File: src/rtl/mix_col_seq_pkg.sv
// Shared types and constants for the sequential AES MixColumns block.
// Holds the FSM encoding, the AES reduction polynomial and the GF(2^8) xtime helper.
package mix_col_seq_pkg;

  typedef enum logic [1:0] {
    ST_IDLE = 2'd0,
    ST_MIX  = 2'd1,
    ST_DONE = 2'd2
  } state_e;

  localparam logic [7:0] AES_POLY = 8'h1B;
  localparam int         STATE_W  = 128;
  localparam int         COL_W    = 32;

  // Multiply by x in GF(2^8) modulo the AES polynomial.
  function automatic logic [7:0] xtime(input logic [7:0] x);
    return {x[6:0], 1'b0} ^ (x[7] ? AES_POLY : 8'h00);
  endfunction

endpackage

File: src/rtl/mix_col_seq_if.sv
// Upstream/downstream handshake bundle of mix_col_seq.
// The slave modport is the block's view; the master modport is the environment's view.
interface mix_col_seq_if;
  import mix_col_seq_pkg::*;

  logic               in_valid;
  logic               in_ready;
  logic [STATE_W-1:0] in_data;
  logic               in_bypass;
  logic               out_valid;
  logic               out_ready;
  logic [STATE_W-1:0] out_data;
  logic               busy;

  modport slave (
    input  in_valid, in_data, in_bypass, out_ready,
    output in_ready, out_valid, out_data, busy
  );

  modport master (
    output in_valid, in_data, in_bypass, out_ready,
    input  in_ready, out_valid, out_data, busy
  );

endinterface

File: src/rtl/mix_col_seq_mixcol.sv
// Single-column AES MixColumns mixer (purely combinational).
// Row 0 of the column is i_x0 / o_y0.
module mixCol
  import mix_col_seq_pkg::*;
(
  input  logic [7:0] i_x0,
  input  logic [7:0] i_x1,
  input  logic [7:0] i_x2,
  input  logic [7:0] i_x3,
  output logic [7:0] o_y0,
  output logic [7:0] o_y1,
  output logic [7:0] o_y2,
  output logic [7:0] o_y3
);

  logic [7:0] w_2x0, w_2x1, w_2x2, w_2x3;
  logic [7:0] w_3x0, w_3x1, w_3x2, w_3x3;

  assign w_2x0 = xtime(i_x0);
  assign w_2x1 = xtime(i_x1);
  assign w_2x2 = xtime(i_x2);
  assign w_2x3 = xtime(i_x3);

  // 3x = 2x ^ x in GF(2^8)
  assign w_3x0 = w_2x0 ^ i_x0;
  assign w_3x1 = w_2x1 ^ i_x1;
  assign w_3x2 = w_2x2 ^ i_x2;
  assign w_3x3 = w_2x3 ^ i_x3;

  assign o_y0 = w_2x0 ^ w_3x1 ^ i_x2  ^ i_x3;
  assign o_y1 = i_x0  ^ w_2x1 ^ w_3x2 ^ i_x3;
  assign o_y2 = i_x0  ^ i_x1  ^ w_2x2 ^ w_3x3;
  assign o_y3 = w_3x0 ^ i_x1  ^ i_x2  ^ w_2x3;

endmodule

File: src/rtl/mix_col_seq.sv
// Sequential AES MixColumns: one shared column mixer processes the four columns
// of a 128-bit state over four cycles; a bypass flag passes the state through unchanged.
module mix_col_seq
  import mix_col_seq_pkg::*;
(
  input  logic          clk,
  input  logic          rst_n,
  mix_col_seq_if.slave  bus
);

  state_e             r_state;
  logic [1:0]         r_col;
  logic               r_bypass;
  logic [STATE_W-1:0] r_work;
  logic               r_in_ready;
  logic               r_out_valid;
  logic               r_busy;

  logic [6:0]         w_col_base;
  logic [COL_W-1:0]   w_col_in;
  logic [COL_W-1:0]   w_col_out;

  // Column c sits at bits [127-32c -: 32], i.e. base offset (3-c)*32.
  assign w_col_base = {~r_col, 5'b00000};
  assign w_col_in   = r_work[w_col_base +: COL_W];

  mixCol u_mix (
    .i_x0 (w_col_in[31:24]),
    .i_x1 (w_col_in[23:16]),
    .i_x2 (w_col_in[15:8]),
    .i_x3 (w_col_in[7:0]),
    .o_y0 (w_col_out[31:24]),
    .o_y1 (w_col_out[23:16]),
    .o_y2 (w_col_out[15:8]),
    .o_y3 (w_col_out[7:0])
  );

  // Control FSM with registered handshake flags and in-place column write-back.
  always_ff @(posedge clk or negedge rst_n) begin
    if (!rst_n) begin
      r_state     <= ST_IDLE;
      r_col       <= 2'd0;
      r_bypass    <= 1'b0;
      r_work      <= '0;
      r_in_ready  <= 1'b1;
      r_out_valid <= 1'b0;
      r_busy      <= 1'b0;
    end else begin
      case (r_state)
        ST_IDLE: begin
          if (bus.in_valid) begin
            r_work     <= bus.in_data;
            r_bypass   <= bus.in_bypass;
            r_col      <= 2'd0;
            r_in_ready <= 1'b0;
            r_busy     <= 1'b1;
            if (bus.in_bypass) begin
              r_state     <= ST_DONE;
              r_out_valid <= 1'b1;
            end else begin
              r_state     <= ST_MIX;
              r_out_valid <= 1'b0;
            end
          end else begin
            r_in_ready <= 1'b1;
          end
        end
        ST_MIX: begin
          if (!r_bypass) begin
            r_work[w_col_base +: COL_W] <= w_col_out;
          end else begin
            r_work <= r_work;
          end
          r_col <= r_col + 2'd1;
          if (r_col == 2'd3) begin
            r_state     <= ST_DONE;
            r_out_valid <= 1'b1;
          end else begin
            r_state <= ST_MIX;
          end
        end
        ST_DONE: begin
          if (bus.out_ready) begin
            r_state     <= ST_IDLE;
            r_out_valid <= 1'b0;
            r_in_ready  <= 1'b1;
            r_busy      <= 1'b0;
          end else begin
            r_state <= ST_DONE;
          end
        end
        default: begin
          r_state     <= ST_IDLE;
          r_col       <= 2'd0;
          r_out_valid <= 1'b0;
          r_in_ready  <= 1'b1;
          r_busy      <= 1'b0;
        end
      endcase
    end
  end

  assign bus.in_ready  = r_in_ready;
  assign bus.out_valid = r_out_valid;
  assign bus.out_data  = r_work;
  assign bus.busy      = r_busy;

endmodule

File: src/flat_wrapper.sv
// flat-port wrapper written by rule: the top's interface ports become plain ports
module mix_col_seq_flat import mix_col_seq_pkg::*;
  (clk, rst_n, bus_in_valid, bus_in_data, bus_in_bypass, bus_out_ready, bus_in_ready, bus_out_valid, bus_out_data, bus_busy);
  mix_col_seq_if bus_i ();
  input  logic clk;
  input  logic rst_n;
  input wire logic [$bits(bus_i.in_valid)-1:0] bus_in_valid;
  input wire logic [$bits(bus_i.in_data)-1:0] bus_in_data;
  input wire logic [$bits(bus_i.in_bypass)-1:0] bus_in_bypass;
  input wire logic [$bits(bus_i.out_ready)-1:0] bus_out_ready;
  output wire logic [$bits(bus_i.in_ready)-1:0] bus_in_ready;
  output wire logic [$bits(bus_i.out_valid)-1:0] bus_out_valid;
  output wire logic [$bits(bus_i.out_data)-1:0] bus_out_data;
  output wire logic [$bits(bus_i.busy)-1:0] bus_busy;
  assign bus_i.in_valid = bus_in_valid;
  assign bus_i.in_data = bus_in_data;
  assign bus_i.in_bypass = bus_in_bypass;
  assign bus_i.out_ready = bus_out_ready;
  assign bus_in_ready = bus_i.in_ready;
  assign bus_out_valid = bus_i.out_valid;
  assign bus_out_data = bus_i.out_data;
  assign bus_busy = bus_i.busy;
  mix_col_seq u_core (.clk(clk), .rst_n(rst_n), .bus(bus_i));
endmodule
File: config.mk
export PLATFORM = sky130hd
export DESIGN_NAME = mix_col_seq_flat
export DESIGN_NICKNAME = d
export VERILOG_FILES = /design/src/rtl/mix_col_seq_pkg.sv /design/src/rtl/mix_col_seq_if.sv /design/src/rtl/mix_col_seq_mixcol.sv /design/src/rtl/mix_col_seq.sv /design/src/flat_wrapper.sv
export SDC_FILE = /design/constraint.sdc
export NUM_CORES = 1
export LEC_CHECK = 0
export ABC_AREA = 1
export CORE_ASPECT_RATIO = 2
export CORE_MARGIN = 2
export CORE_UTILIZATION = 55
export CTS_CLUSTER_DIAMETER = 50
export DETAILED_ROUTE_END_ITERATION = 8
export DONT_BUFFER_PORTS = 1
export HOLD_SLACK_MARGIN = 0.1
export PLACE_DENSITY = 0.76
export SLEW_MARGIN = 20
export SYNTH_ARGS = -nofsm -noshare
export SYNTH_HDL_FRONTEND = slang
export SYNTH_SLANG_ARGS = --single-unit
File: constraint.sdc
create_clock -name clk -period 2.4 [get_ports clk]
set_input_delay 0 -clock clk [delete_from_list [all_inputs] [get_ports clk]]
set_output_delay 0 -clock clk [all_outputs]
set_load 0.02 [all_outputs]
==> metrics.yaml <==
route:
  routedWlPerCell_um: 22.8
  ant_nets: 0
  routed_wl_um: 44000
  drc: 0
  vias: 12400
  drt-pass1-iter-count: 6
  vias_per_cell: 6.44
  drt_iter0_drc: 1823
sta:
  worst_slack_ns: 0.0338
  setup_violations: 0
  tightest_slew_ns: 0.696
  hold_violations: 136
  maxSlewViolCount: 0
  fin_crit_ns: 2.37
  skew_ns: 0.0134
  rsz0062_at_grt: "yes"
  fmax_ghz: 0.423
  fin_setup_tns_ns: 0
  slew_headroom_pct: 53.5
  fin_hold_ws_ns: -0.747
  fin_crit_sh_pct: 98.6
flow_run:
  maxCapViolCount: 0
synthesis:
  synth_area_per_cell_sq_um: 6.26
  synth_top_area_cell: "dfrtp_1"
  synth_warnings: 0
  synth_top_area_share_pct: 34.8
  ys_seq_area_share_pct: 35.0
  syn_area_sq_um: 9720
  synth.net_count: 1689
  ys_seq_elements: 136
  yosys-top-cells-area: "dfrtp_1, nand2_1, a21oi_1"
  postSynthCellCount: 1552
  yosysUniqueCellTypes: 32
clock_tree:
  cts.sinks: 136
  clock-root-buffer: "clkbuf_16"
  cts_inserted_buffers: 17
  ctsHoldBuffers: 132
  cts_buffer_depth: 2
  clk_latency_ns: 0.44
  clk_pin_slew_ns: 0.07
  cts_tree: "built"
  cts-htree-levels: 4
die:
  dieHeight_um: 192
  io_pins: 264
  dieWidth_um: 98
  initial_core_util_pct: 56.3
  num_rows: 68
  fp.coreArea_sq_um: 17300
  dieArea_sq_um: 18800
layout:
  mostFrequentLayoutCells: "nand2_1, a21oi_1, nand3_1, dfrtp_1, nor2_1"
  nets: 1841
  regArea_sq_um: 3410
  multi_input_area_sq_um: 5800
  final_common_cell: "nand2_1"
  area_growth_pct: 29.4
  final_core_util_pct: 72.8
  fillerInstances: 1364
  fin_cells: 1929
  drive_gt1_share_pct: 11.9
global_routing:
  grt_usage_pct: 45.2
  antenna_found_initial: 1
  grt_max_degree: 137
  grt_pass1_vias: 11700
  grt_overflow_total: 0
  grt_first_pass_wirelength_um: 65500
critical_path:
  crit_start: "u_core.r_col[0]"
  cp_cell_sequence: "buf_6 > buf_4 > nand2_1 > nand3_1 > nand2_1 > nand2_1 > nand2_1 > nand2_1 > nand2_1 > nand2_1 > inv_2 > nor2_4 > nand4_1 > a21oi_1"
  worst_ep_arrival_time_ns: 2.73
  ff2ff_path_depth: 14
  r2r_end: "u_core.bus.out_data[100]"
  cp_top_family: "simple AND/OR/NAND/NOR gates"
  cp.required_ns: 2.77
  worstSetupPathType: "register to register"
  cp.depth: 14
  critPathMostFrequentCell: "nand2_1"
  slowest_stage: "dfrtp_2"
  cp-endpoint: "u_core.bus.out_data[100]"
  reg2reg_slack_ns: 0.03
  critical-path-max-stage-delay_ns: 0.44
  path_buf_inv: 3
  cp-start-kind: "register"
  r2r-start: "u_core.r_col[0]"
  worst_setup_path_end_kind: "register"
  cp_max_fo: 28
placement:
  post-place-cells: 1759
  port_buffers: 0
  post-dp-hpwl_um: 30400
  dp_slack_ns: -0.0587
  place_congestion: 1.10
outcome:
  status: "finished, violations left"
  violations: "negative hold slack"
worst_hold_path:
  min_path_type: "input port to asynchronous set/reset pin"
-- worst min path at each step --
stage,to,cells after the start
after floorplan,u_core.bus.busy,0
after global placement,u_core.bus.out_data[92],0
after detailed placement,u_core.bus.out_data[92],0
after CTS,u_core.bus.out_data[92],0
after global routing,u_core.bus.out_data[92],0
final,u_core.bus.out_data[92],0
-- per-layer routing --
metal / vias to the layer above / global-route usage (%) / share of wire (%)
met2: 1091 / 73.9 / 48
met3: 299 / 9.21 / 11
met1: 5620 / 53.4 / 33
met5: - / 0 / 0
met4: 0 / 29.8 / 8.0
li1: 5410 / - / -
-- synth_stat cells (all sizes together) --
master / count
nand4: 47
buf: 47
nor2: 146
nand3: 162
a21oi: 252
dfrtp: 135
nor3: 3
ha: 4
xnor2: 6
xor2: 5
clkbuf: 43
a22oi: 5
o211ai: 3
nand2: 613
nand3b: 5
o21ai: 13
o22ai: 1
dfstp: 1
inv: 61
-- layout make-up --
type	instances	area share, %
inverters	61	1.90
diodes	2	0.0398
clock inverters	11	1.56
clock buffers	21	3.58
flip-flops and latches	136	27.1
well taps	210	2.09
repair buffers	223	17.6
multi-input cells	1265	46.1
-- registers in the layout (all words and copies together), names as in the netlist --
signal                flops
u_core.bus.out_data     128
u_core.bus.busy           1
u_core.bus.out_valid      1
u_core.r_col              2
u_core.r_state            2
u_core.r_bypass           1
u_core.bus.in_ready       1
-- through the flow --
| step | instance area [sq um] | hold WS (ns) |
|---|---|---|
| CTS | 12400 | -0.749 |
| global placement | 10400 | -0.292 |
| global route | 12600 | -0.747 |
| detailed placement | 10400 | -0.293 |
| floorplan | 9720 | -0.296 |
| finish | 12600 | -0.747 |
-- worst reg2reg max path: stages (launching register included) --
cell	delay, ns
dfrtp_2	0.44
buf_6	0.27
buf_4	0.18
nand2_1	0.08
nand3_1	0.11
nand2_1	0.13
nand2_1	0.10
nand2_1	0.11
nand2_1	0.09
nand2_1	0.07
nand2_1	0.07
inv_2	0.04
nor2_4	0.23
nand4_1	0.22
a21oi_1	0.16
-- cells by family after synthesis --
group                      Yosys count  synth area share [%]
adders and majority gates            4                 0.515
and+or+nand+nor                    976                  42.1
AOI/OAI and AO/OA                  274                  14.4
xor gates and xnor gates            11                  1.07
buffers and inverters              151                  6.85
DFF                                136                  35.0
-- repair_timing --
item,CTS,global route
cloned,0,1
buffers inserted,0,3
pin swaps,0,3
setup endpoints to repair,14,74
endpoints found under the hold margin,272,136
gates resized for setup,7,44
Power is left out: the tool's default activity adds up to more than one toggle a clock period on the data nets, which glitch-free logic cannot reach.
